**src/rtl/ddc_pkg.sv**
```systemverilog
// Shared DDC types and width helpers for the NCO wrapper, mixer/decimator and downstream filters.
// Sample widths here are the defaults; modules take them as overridable parameters.
package ddc_pkg;

    localparam int DAT_W_DEF  = 12;
    localparam int NCO_W_DEF  = 12;
    localparam int PROD_W_DEF = DAT_W_DEF + NCO_W_DEF;

    function automatic int clog2(input int v);
        int r;
        int t;
        r = 0;
        t = v - 1;
        while (t > 0) begin
            r = r + 1;
            t = t >> 1;
        end
        return r;
    endfunction

    typedef logic signed [DAT_W_DEF-1:0]  sample_t;
    typedef logic signed [NCO_W_DEF-1:0]  nco_t;
    typedef logic signed [PROD_W_DEF-1:0] prod_t;

endpackage

```
**src/rtl/ddc_intdump.sv**
```systemverilog
// One integrate-and-dump channel: sums products, dumps the truncated top OUT_W bits.
// Latency: 1 cycle from the final product to dat. No backpressure; clken freezes all state.
module ddc_intdump
    import ddc_pkg::*;
#(
    parameter int PROD_W = PROD_W_DEF,
    parameter int ACC_W  = PROD_W_DEF + 3,
    parameter int OUT_W  = 16
) (
    input  logic                     clk,
    input  logic                     reset,
    input  logic                     clken,
    input  logic                     clr,
    input  logic                     en,
    input  logic                     dump,
    input  logic signed [PROD_W-1:0] p,
    output logic signed [OUT_W-1:0]  dat
);

    logic signed [ACC_W-1:0] acc;
    logic signed [ACC_W-1:0] sum;

    assign sum = acc + ACC_W'(p);

    always_ff @(posedge clk or posedge reset) begin
        if (reset) begin
            acc <= '0;
            dat <= '0;
        end else if (clken) begin
            if (clr) begin
                acc <= '0;
            end else if (en) begin
                if (dump) begin
                    // Dropping low bits of a signed value is a floor, not round-to-zero.
                    dat <= sum[ACC_W-1 -: OUT_W];
                    acc <= '0;
                end else begin
                    acc <= sum;
                end
            end
        end
    end

endmodule

```
**src/rtl/ddc_mix_decim.sv**
```systemverilog
// Quadrature mixer (I = x*cos, Q = -x*sin) followed by DEC_R:1 integrate-and-dump.
// Latency: 3 clken-high cycles from the DEC_R-th accepted sample to out_valid. No backpressure.
module ddc_mix_decim
    import ddc_pkg::*;
#(
    parameter int DAT_W = DAT_W_DEF,
    parameter int NCO_W = NCO_W_DEF,
    parameter int DEC_R = 8,
    parameter int OUT_W = 16
) (
    input  logic                    clk,
    input  logic                    reset,
    input  logic                    clken,
    input  logic                    dec_clr,
    input  logic signed [DAT_W-1:0] adc_i,
    input  logic                    adc_valid,
    input  logic signed [NCO_W-1:0] nco_cos_i,
    input  logic signed [NCO_W-1:0] nco_sin_i,
    input  logic                    nco_valid,
    output logic signed [OUT_W-1:0] i_o,
    output logic signed [OUT_W-1:0] q_o,
    output logic                    out_valid
);

    localparam int PROD_W = DAT_W + NCO_W;
    localparam int ACC_W  = PROD_W + clog2(DEC_R);
    localparam int CNT_W  = clog2(DEC_R);
    localparam logic [CNT_W-1:0] CNT_LAST = CNT_W'(DEC_R - 1);

    logic signed [DAT_W-1:0]  x_r;
    logic signed [NCO_W-1:0]  cos_r;
    logic signed [NCO_W-1:0]  sin_r;
    logic                     v1;
    logic                     v2;
    logic signed [PROD_W-1:0] x_ext;
    logic signed [PROD_W-1:0] cos_ext;
    logic signed [PROD_W-1:0] sin_ext;
    logic signed [PROD_W-1:0] p_i;
    logic signed [PROD_W-1:0] p_q;
    logic [CNT_W-1:0]         cnt;
    logic                     accept;
    logic                     dump;

    assign accept  = adc_valid & nco_valid & ~dec_clr;
    assign x_ext   = PROD_W'(x_r);
    assign cos_ext = PROD_W'(cos_r);
    assign sin_ext = PROD_W'(sin_r);
    assign dump    = v2 & (cnt == CNT_LAST);

    always_ff @(posedge clk or posedge reset) begin
        if (reset) begin
            x_r   <= '0;
            cos_r <= '0;
            sin_r <= '0;
            v1    <= 1'b0;
            v2    <= 1'b0;
            p_i   <= '0;
            p_q   <= '0;
        end else if (clken) begin
            v1 <= accept;
            v2 <= v1 & ~dec_clr;
            if (accept) begin
                x_r   <= adc_i;
                cos_r <= nco_cos_i;
                sin_r <= nco_sin_i;
            end
            // Full-width product; -(-2^(W-1))^2 still fits, so the negation cannot wrap.
            p_i <= x_ext * cos_ext;
            p_q <= -(x_ext * sin_ext);
        end
    end

    always_ff @(posedge clk or posedge reset) begin
        if (reset) begin
            cnt       <= '0;
            out_valid <= 1'b0;
        end else if (clken) begin
            if (dec_clr) begin
                cnt       <= '0;
                out_valid <= 1'b0;
            end else begin
                out_valid <= dump;
                if (v2) begin
                    cnt <= dump ? '0 : cnt + 1'b1;
                end
            end
        end
    end

    ddc_intdump #(
        .PROD_W (PROD_W),
        .ACC_W  (ACC_W),
        .OUT_W  (OUT_W)
    ) u_int_i (
        .clk   (clk),
        .reset (reset),
        .clken (clken),
        .clr   (dec_clr),
        .en    (v2),
        .dump  (dump),
        .p     (p_i),
        .dat   (i_o)
    );

    ddc_intdump #(
        .PROD_W (PROD_W),
        .ACC_W  (ACC_W),
        .OUT_W  (OUT_W)
    ) u_int_q (
        .clk   (clk),
        .reset (reset),
        .clken (clken),
        .clr   (dec_clr),
        .en    (v2),
        .dump  (dump),
        .p     (p_q),
        .dat   (q_o)
    );

endmodule

```
**config.mk**
```make
export PLATFORM = sky130hd
export DESIGN_NAME = ddc_mix_decim
export DESIGN_NICKNAME = d
export VERILOG_FILES = /design/src/rtl/ddc_pkg.sv /design/src/rtl/ddc_intdump.sv /design/src/rtl/ddc_mix_decim.sv
export SDC_FILE = /design/constraint.sdc
export NUM_CORES = 1
export LEC_CHECK = 0
export ABC_AREA = 1
export BUFFER_PORTS_ARGS = -buffer_cell sky130_fd_sc_hd__buf_2
export CORE_ASPECT_RATIO = 1.1
export CORE_UTILIZATION = 62
export CTS_CLUSTER_SIZE = 30
export DETAILED_ROUTE_END_ITERATION = 16
export GPL_TIMING_DRIVEN = 0
export PLACE_DENSITY = 0.8
export SYNTH_ARGS = -nofsm -noshare
export SYNTH_HDL_FRONTEND = slang
export SYNTH_SLANG_ARGS = --single-unit
```
**constraint.sdc**
```tcl
create_clock -name clk -period 15.5 [get_ports clk]
set_input_delay 3.1 -clock clk [delete_from_list [all_inputs] [get_ports clk]]
set_output_delay 3.1 -clock clk [all_outputs]
set_load 0.005 [all_outputs]
```
After elaboration in Yosys (flattened, before gate mapping)
Cells that the tools add are included.
Widths: inputs -> output; s select.
- $add $sub $neg: 4
- multiply operators: 2
- divide/modulo/power cells: 0
- $lt $le $gt $ge: 0
- eq/ne operators: 1
- shifts and indexed selects: 0
- mux-type cells: 10
- bitwise operators: 5
- reduce and logical (&&, ||, !) cells: 4
- operators by type and width (operator ; number):
    $mux 27 ; 6
    $add 27x24->27 ; 2
    $mul 12x12->24 ; 2
    $neg 24->24 ; 1
    $mux 3 ; 3
    $and 1x1->1 ; 4
    $reduce_and 2->1 ; 2
    $reduce_and 4->1 ; 1
    $add 3x1->3 const B ; 1
    $eq 3x3->1 const B ; 1
    $reduce_bool 2->1 ; 1
    $mux 1 ; 1
    $not 1->1 ; 1
- bits in registers: 176
- latch bits: 0
- RAM bits: 0
- ROM bits: 0
- input port bits: 42
- output and inout port bits: 33
- logic and storage cells: 39
- memories: 0

Logic depth before layout (Yosys ltp)
Gate-level depths: netlist of run 1.
- depth after elaboration: 5
- mapped depth: 27

Cells and area by module
Synthesis of run 1 repeated with hierarchy kept, for this count alone.
- cells, all modules: 3119
- area, all modules: 22841.9 sq um
- by module, submodules not included (module ; instances ; cells an instance ; area an instance (sq um) ; seq. area each (sq um)):
    ddc_mix_decim ; 1 ; 1929 ; 15522.4 ; 2252.2
    ddc_intdump ; 2 ; 595 ; 3659.8 ; 1076.0

Worst setup path before layout of run 1
OpenSTA, ideal clock, no wires.
- path type: register to register
- from: reg x_r[11]
- to: reg p_q[23]
- setup time: 0.117 ns
- arrival time: 5.038 ns
- data required time: 15.383 ns
- setup slack: 10.345 ns
- cell stages (with the launch flop): 27
- clock period less this slack: 5.155 ns
- cells stage by stage: dfrtp_1 clkbuf_1 nand2_1 inv_1 fa_1 inv_1 fa_1 inv_1 fa_1 inv_1 fa_1 inv_1 fa_1 inv_1 ha_1 ha_1 nand2_1 nor2_1 nand2_1 nor2_1 nand2_1 inv_1 nor2_1 nand2_1 nand2_1 nand2_1 nand2_1
- word-level cells in the longest chain between the ends: 2
- RTL lines (item ; RTL line ; text):
    from (decl) ; ddc_mix_decim.sv:30 ; logic signed [DAT_W-1:0] x_r;
    from (signal assigned) ; ddc_mix_decim.sv:63 ; x_r <= adc_i;
    $mul 12x12->24 ; ddc_mix_decim.sv:69 ; p_q <= -(x_ext * sin_ext);
    $neg 24->24 ; ddc_mix_decim.sv:69 ;
    to (signal assigned) ; ddc_mix_decim.sv:69 ;
    to (decl) ; ddc_mix_decim.sv:39 ; logic signed [PROD_W-1:0] p_q;
Every way passes these cells.
A chain may end at the register's enable or synchronous reset.

Final worst setup path of run 1
Same ends and word-level chain as after synthesis.

==> results of run 1 <==
cells in the final DEF, fill, tap and decap left out, types with 4 or more instances in the layout:
master,instances
nor2_2,8
a22o_1,5
fa_1,272
o21ai_0,60
xnor2_1,16
or2_2,6
nand3_1,188
inv_6,4
mux2_2,31
clkbuf_1,53
nand2_1,972
nor2_1,139
xor2_1,8
dfrtp_1,176
nand4_1,41
o21ai_1,9
a21oi_1,106
or2_1,4
clkbuf_16,17
inv_8,6
a21o_1,4
inv_2,4
buf_1,16
nor3_1,8
o21bai_1,11
buf_2,89
inv_1,633
a31oi_1,5
ha_1,185
nand3b_1,14
synth_stat cells (all sizes together):
cell type,n
xor2,8
ha,185
o21ai,69
nand4,41
a32o,1
nand3,190
mux2,31
and2,2
a21o,4
inv,638
dfrtp,176
a31oi,5
o22ai,1
clkbuf,53
buf,36
nand3b,14
nor2,149
or2,10
a21oi,108
nand2,975
nand2b,1
nor3,8
fa,272
a22o,5
o211ai,1
xnor2,16
o21bai,11
cells by family (layout without fill, tap and decap cells):
family                     Yosys count  count (layout)  synth area share (%)
muxes                               31              31                 1.564
xor gates and xnor gates            24              24                0.9419
adders and majority gates          457             457                 34.77
buffers and inverters              727             833                 12.44
and+or+nand+nor                   1390            1390                 25.60
AOI/OAI and AO/OA                  205             205                 4.951
DFF                                176             176                 19.74
through the flow:
step	worst slack [ns]	cell area (µm²)	std cells	utilization, %
6_report	9.418	23910	3597	67.70
4_1_cts	9.415	23910	3597	67.70
3_5_place_dp	9.451	23320	3565	66.03
2_1_floorplan	7.626	22320	3010	-
5_1_grt	9.101	23910	3597	67.70
3_3_place_gp	5.776	23280	3564	65.93
worst max path at each step:
stage          depth (start not counted)  slack, ns        to    start
6_report                              26       9.42   p_q[23]  x_r[11]
5_1_grt                               26       9.10   p_q[23]  x_r[11]
4_1_cts                               26       9.42   p_q[23]  x_r[11]
3_5_place_dp                          26       9.45   p_q[23]  x_r[11]
3_3_place_gp                           2       5.78  cos_r[7]    reset
2_1_floorplan                          1       7.63    cnt[0]    reset
per-layer routing:
metal | vias to the layer above | GRT usage, % | part of all wire, % | wire, µm
li1 | 9335 | - | - | -
met1 | 9244 | 42.37 | 41 | 24240
met2 | 651 | 59.79 | 49 | 29050
met4 | 2 | 16.76 | 5.0 | 2984
met3 | 190 | 4.699 | 5.4 | 3224
met5 | - | 0 | 0.022 | 13
worst register-to-register path, cell delays in order, from the launching register on:
cell	delay [ns]
dfrtp_1	0.46
clkbuf_1	0.37
nand2_1	0.27
inv_1	0.08
fa_1	0.55
inv_1	0.06
fa_1	0.62
inv_1	0.19
fa_1	0.51
inv_1	0.05
fa_1	0.53
inv_1	0.05
fa_1	0.47
inv_1	0.04
ha_1	0.27
ha_1	0.43
nand2_1	0.14
nor2_1	0.15
nand2_1	0.08
nor2_1	0.08
nand2_1	0.09
inv_1	0.07
nor2_1	0.04
nand2_1	0.04
nand2_1	0.16
nand2_1	0.10
nand2_1	0.05
cell type report:
cell class	instances	area [µm²]
tap	481	601.8
timing repair buffer	74	392.9
clock buffer	17	425.4
fill	3102	11410
inverter	638	2402
clock inverter	15	162.7
buffer	89	380.4
sequential	176	4404
multi-input combinational	2107	15140
sequential cells by signal, indices dropped and copies added (netlist names):
| register | cells |
|---|---|
| p_q | 24 |
| v2 | 1 |
| u_int_q.dat | 16 |
| out_valid | 1 |
| u_int_i.dat | 16 |
| x_r | 12 |
| sin_r | 12 |
| cos_r | 12 |
| v1 | 1 |
| u_int_q.acc | 27 |
| u_int_i.acc | 27 |
| p_i | 24 |
| cnt | 3 |
==> metrics.md, run 1 <==
| Metric | Value |
|---|---|
| Status | finished clean |
| Nets | 3,602 |
| First-iteration detailed-routing DRC count | 1,166 |
| Hold depth | 2 |
| DR vias | 19,420 |
| Initial Util | 63.19% |
| Inserted Clock Buffers | 17 |
| CTS Hold Buffers Added | 0 |
| Period minus WS final | 6.082 ns |
| Fin crit share | 39.24% |
| Reg-to-reg startpoint | x_r[11] |
| Skew final | 0.01063 ns |
| Postcts setup bufs | 0 |
| Reg2reg setup slack | approximately 9.4 ns |
| Clock root buffer master | clkbuf_16 |
| Initial antenna violation count | 1 |
| Hold Path Class | flop to flop |
| CP Data Required Time | 15.86 ns |
| Wirelength per Cell | 16.55 µm |
| Largest net degree at the start of global routing | 134 |
| First-pass GRT wire length | 98,860 µm |
| Top cells by area, synth | fa_1 (24%), dfrtp_1 (20%), nand2_1 (16%), inv_1 (11%), ha_1 (10%) |
| Worst hold start | u_int_i.dat[10] |
| #FFs+latches synth | 176 |
| Final Max Tran Viols | 0 |
| CP max stage delay | 0.62 ns |
| H-Tree Depth | 4 |
| Unrepaired setup endpoints after global routing | no |
| Deepest clock path buffer count | 2 |
| Final ANT Viol Nets | 0 |
| Reg2Reg Depth | 26 |
| Synth cell types | 39 |
| Gr ovfl total | 0 |
| Die Height | 201.0 µm |
| Reg-to-reg endpoint | p_q[23] |
| Total global-route track usage | about a third |
| CP dominant cell by count | nand2_1 |
| Post-Syn Instances | roughly 3,000 |
| Die ar. | 36,760 µm² |
| DPL Wire Length | 49,580 µm |
| Synth warn | 0 |
| Synthesized Nets | 3,509 |
| Share of layout cells above drive strength 1 | 5.937% |
| Vias in the first global route | 20,100 |
| Final Hold Viols | 0 |
| Setup violators final | 0 |
| Clk Latency, worst-skew pair | 0.47 ns |
| Headroom to the max-slew limit | 32.44% |
| Crit Path Class | flop to flop |
| CP endpoint kind | flop |
| Placer congestion estimate | between 1 and 1.5 |
| Seq/Total Area, Yosys | 19.74% |
| Residual DRC | 0 |
| Top-area cell type share of the netlist area | about a quarter |
| Dominant cell type by area after synthesis | fa_1 |
| Layout area overhead | 7.126% |
| Hold EP | u_int_i.dat[10] |
| CTS tree | built |
| Worst Path Arrival | 6.44 ns |
| Max-cap violation count | 0 |
| Post-cts sizing count | 0 |
| Mapped Area | 22,320 µm² |
| N_diodes | 0 |
| Clock-pin slew on the worst setup and hold paths | about 0.080 ns |
| Post-Syn Area per Cell | about 7.4 µm² |
| Port bufs | 73 |
| Worst setup SP type | flop |
| Setup TNS | 0 ns |
| Drt via density | around 5.4 |
| Core area | 35,310 µm² |
| First-pass DRT Iterations | 5 |
| CP Buf/Inv Count | 8 |
| Fmax | between 150 and 200 MHz |
| Worst-path fanout max | 10 |
| Crit path max-delay family | adder cells |
| Num ports | 75 |
| WL final | 59,510 µm |
| CTS Sinks | 176 |
| Tightest Pin Transition | 1.013 ns |
| Crit-path slowest cell | fa_1 |
| Final hold slack | around 0.47 ns |
| Die width | 182.9 µm |
| Rows | 72 |
Power of run 1 is not shown: default switching activity piles up to over one toggle a cycle in this logic, so the estimate is an artifact.
==> run 2: changes to the inputs <==
clock period = 5.75 ns   (was 15.5 ns; I/O delays follow)
==> metrics.md, run 2 (same netlist as run 1, synthesis figures left out) <==
| Metric | Value |
|---|---|
| Status | finished clean (unchanged) |
| Largest net degree at the start of global routing | 43 (was 134) |
| Final ANT Viol Nets | 0 (unchanged) |
| Setup violators final | 0 (unchanged) |
| Setup TNS | 0 ns (unchanged) |
| Dpl cells | 3,568 (was 3,565) |
| CTS Hold Buffers Added | 0 (unchanged) |
| Residual DRC | 0 (unchanged) |
| Die ar. | 36,760 µm² (unchanged) |
| First-pass GRT wire length | 98,750 µm (was 98,860 µm) |
| Hold Path Class | flop to flop (unchanged) |
| Core area | 35,310 µm² (unchanged) |
| Inserted Clock Buffers | 17 (unchanged) |
| Final Hold Viols | 0 (unchanged) |
| Fmax | 180.3 MHz (was 164.4 MHz) |
| Initial Util | 63.19% (unchanged) |
| Rows | 72 (unchanged) |
| CTS Sinks | 176 (unchanged) |
| Skew final | 0.01503 ns (was 0.01063 ns) |
| Final Max Tran Viols | 0 (unchanged) |
| Filler instances | 3,105 (was 3,102) |
| Total global-route track usage | 34.55% (was 34.54%) |
| Wirelength per Cell | 16.67 µm (was 16.55 µm) |
| Finished Layout Cells | 3,597 (unchanged) |
| Unrepaired setup endpoints after global routing | yes (was no) |
| Clock root buffer master | clkbuf_16 (unchanged) |
| CP Data Required Time | 6.11 ns (was 15.86 ns) |
| N_diodes | 0 (unchanged) |
| Final worst slack | 0.2046 ns (was 9.418 ns) |
| Clock-pin slew on the worst setup and hold paths | 0.08 ns (about the same) |
| Port bufs | 73 (unchanged) |
| Layout area overhead | 7.631% (was 7.126%) |
| Crit Path Class | flop to flop (unchanged) |
| Tightest Pin Transition | 0.9670 ns (was 1.013 ns) |
| First-pass DRT Iterations | 6 (was 5) |
| CTS tree | built (unchanged) |
| Share of layout cells above drive strength 1 | 7.157% (was 5.937%) |
| Worst slack at placement | -0.2423 ns (was 9.451 ns) |
| Period minus WS final | 5.545 ns (was 6.082 ns) |
| Biggest regs | u_int_i.acc (27), u_int_q.acc (27) (unchanged) |
| Worst Path Arrival | 5.91 ns (was 6.44 ns) |
| Fin crit share | 96.44% (was 39.24%) |
| Gr ovfl total | 0 (unchanged) |
| Vias in the first global route | 20,190 (was 20,100) |
| DPL Wire Length | 50,130 µm (was 49,580 µm) |
| Num ports | 75 (unchanged) |
| Deepest clock path buffer count | 2 (unchanged) |
| Final hold slack | 0.4739 ns (was 0.4746 ns) |
| Most frequent cells in the layout | nand2_1 (970), inv_1 (630), fa_1 (271), nand3_1 (188), ha_1 (182) (was nand2_1 (972), inv_1 (633), fa_1 (272), nand3_1 (188), ha_1 (185)) |
| Placer congestion estimate | 1.035 (was 1.018) |
| First-iteration detailed-routing DRC count | 1,294 (was 1,166) |
| Initial antenna violation count | 1 (unchanged) |
| Headroom to the max-slew limit | 35.53% (was 32.44%) |
| WL final | 59,980 µm (was 59,510 µm) |
| Worst setup SP type | flop (unchanged) |
| Worst-path fanout max | 10 (unchanged) |
| Die width | 182.9 µm (unchanged) |
| Drt via density | 5.423 (was 5.399) |
| Max-cap violation count | 0 (unchanged) |
| Commonest non-fill, non-tap cell in the layout | nand2_1 (unchanged) |
| Nets | 3,603 (was 3,602) |
| CP endpoint kind | flop (unchanged) |
| DR vias | 19,510 (was 19,420) |
| H-Tree Depth | 4 (unchanged) |
| Clk Latency, worst-skew pair | 0.47 ns (about the same) |
| Die Height | 201.0 µm (unchanged) |
==> run 2: cell count changes in the layout (fill, tap and decap cells not counted), moves of 4 or more <==
| cell | previous run | this run |
|---|---|---|
| clkinvlp_4 | 0 | 6 |
| buf_4 | 1 | 5 |
| buf_12 | 0 | 4 |
| clkbuf_1 | 53 | 30 |
| clkbuf_4 | 0 | 7 |
| clkbuf_2 | 0 | 12 |
==> run 2: per-stage QoR <==
step | util (%) | instance area [µm²]
6_report | 68.02 | 24020
5_1_grt | 68.02 | 24020
4_1_cts | 67.84 | 23960
3_5_place_dp | 66.17 | 23370
3_3_place_gp | 65.94 | 23290
2_1_floorplan | - | 22320
==> run 2: worst max-delay path, stage by stage, from the launching register on <==
cell	delay (ns)
dfrtp_1	0.33
clkbuf_1	0.32
buf_2	0.39
nand2_1	0.13
fa_1	0.52
inv_1	0.05
fa_1	0.48
inv_1	0.05
fa_1	0.49
fa_1	0.56
fa_1	0.41
ha_1	0.29
ha_1	0.35
nand2_1	0.12
nor2_2	0.19
nand2_1	0.13
nor2_1	0.11
nand2_1	0.08
inv_1	0.08
nor2_1	0.04
nand2_1	0.06
nand2_2	0.10
nand2_1	0.08
nand2_1	0.05
==> run 2: what timing repair did <==
action / 4_1_cts / 5_1_grt
gates resized for setup: 13 / 55
setup endpoints to repair: 5 / 18
pin swaps: 0 / 1
cloned: 0 / 0
endpoints found under the hold margin: 0 / 0
setup buffers: 0 / 2
==> run 2: metal layers <==
metal	share of wire, %	track usage [%]	up-vias
met4	4.2	15.15	2
met3	5.5	4.300	168
met1	40	42.22	9328
met2	50	61.04	672
met5	0.015	0	-
li1	-	-	9337
==> run 2: final timing paths <==
| kind | start | to | slack (ns) | depth (start not counted) |
|---|---|---|---|---|
| max reg2reg | x_r[6] | p_q[23] | 0.20 | 23 |
| max | x_r[6] | p_q[23] | 0.20 | 23 |
| min reg2reg | u_int_i.dat[5] | u_int_i.dat[5] | 0.47 | 2 |
| min in group asynchronous | reset | u_int_q.dat[7] | 0.68 | 2 |
| min | u_int_i.dat[5] | u_int_i.dat[5] | 0.47 | 2 |
| max in group asynchronous | reset | cos_r[5] | 4.20 | 4 |
==> run 2: cell type report <==
class | count | area, µm² | area share (%)
Tap cell | 481 | 601.8 | 2.506
Sequential cell | 176 | 4405 | 18.34
Timing Repair Buffer | 79 | 460.4 | 1.917
Buffer | 85 | 415.4 | 1.729
Multi-Input combinational cell | 2107 | 15170 | 63.15
Clock buffer | 17 | 425.4 | 1.771
Inverter | 638 | 2402 | 10.00
Clock inverter | 14 | 140.1 | 0.5834
Power of run 2 is left out for the same reason.
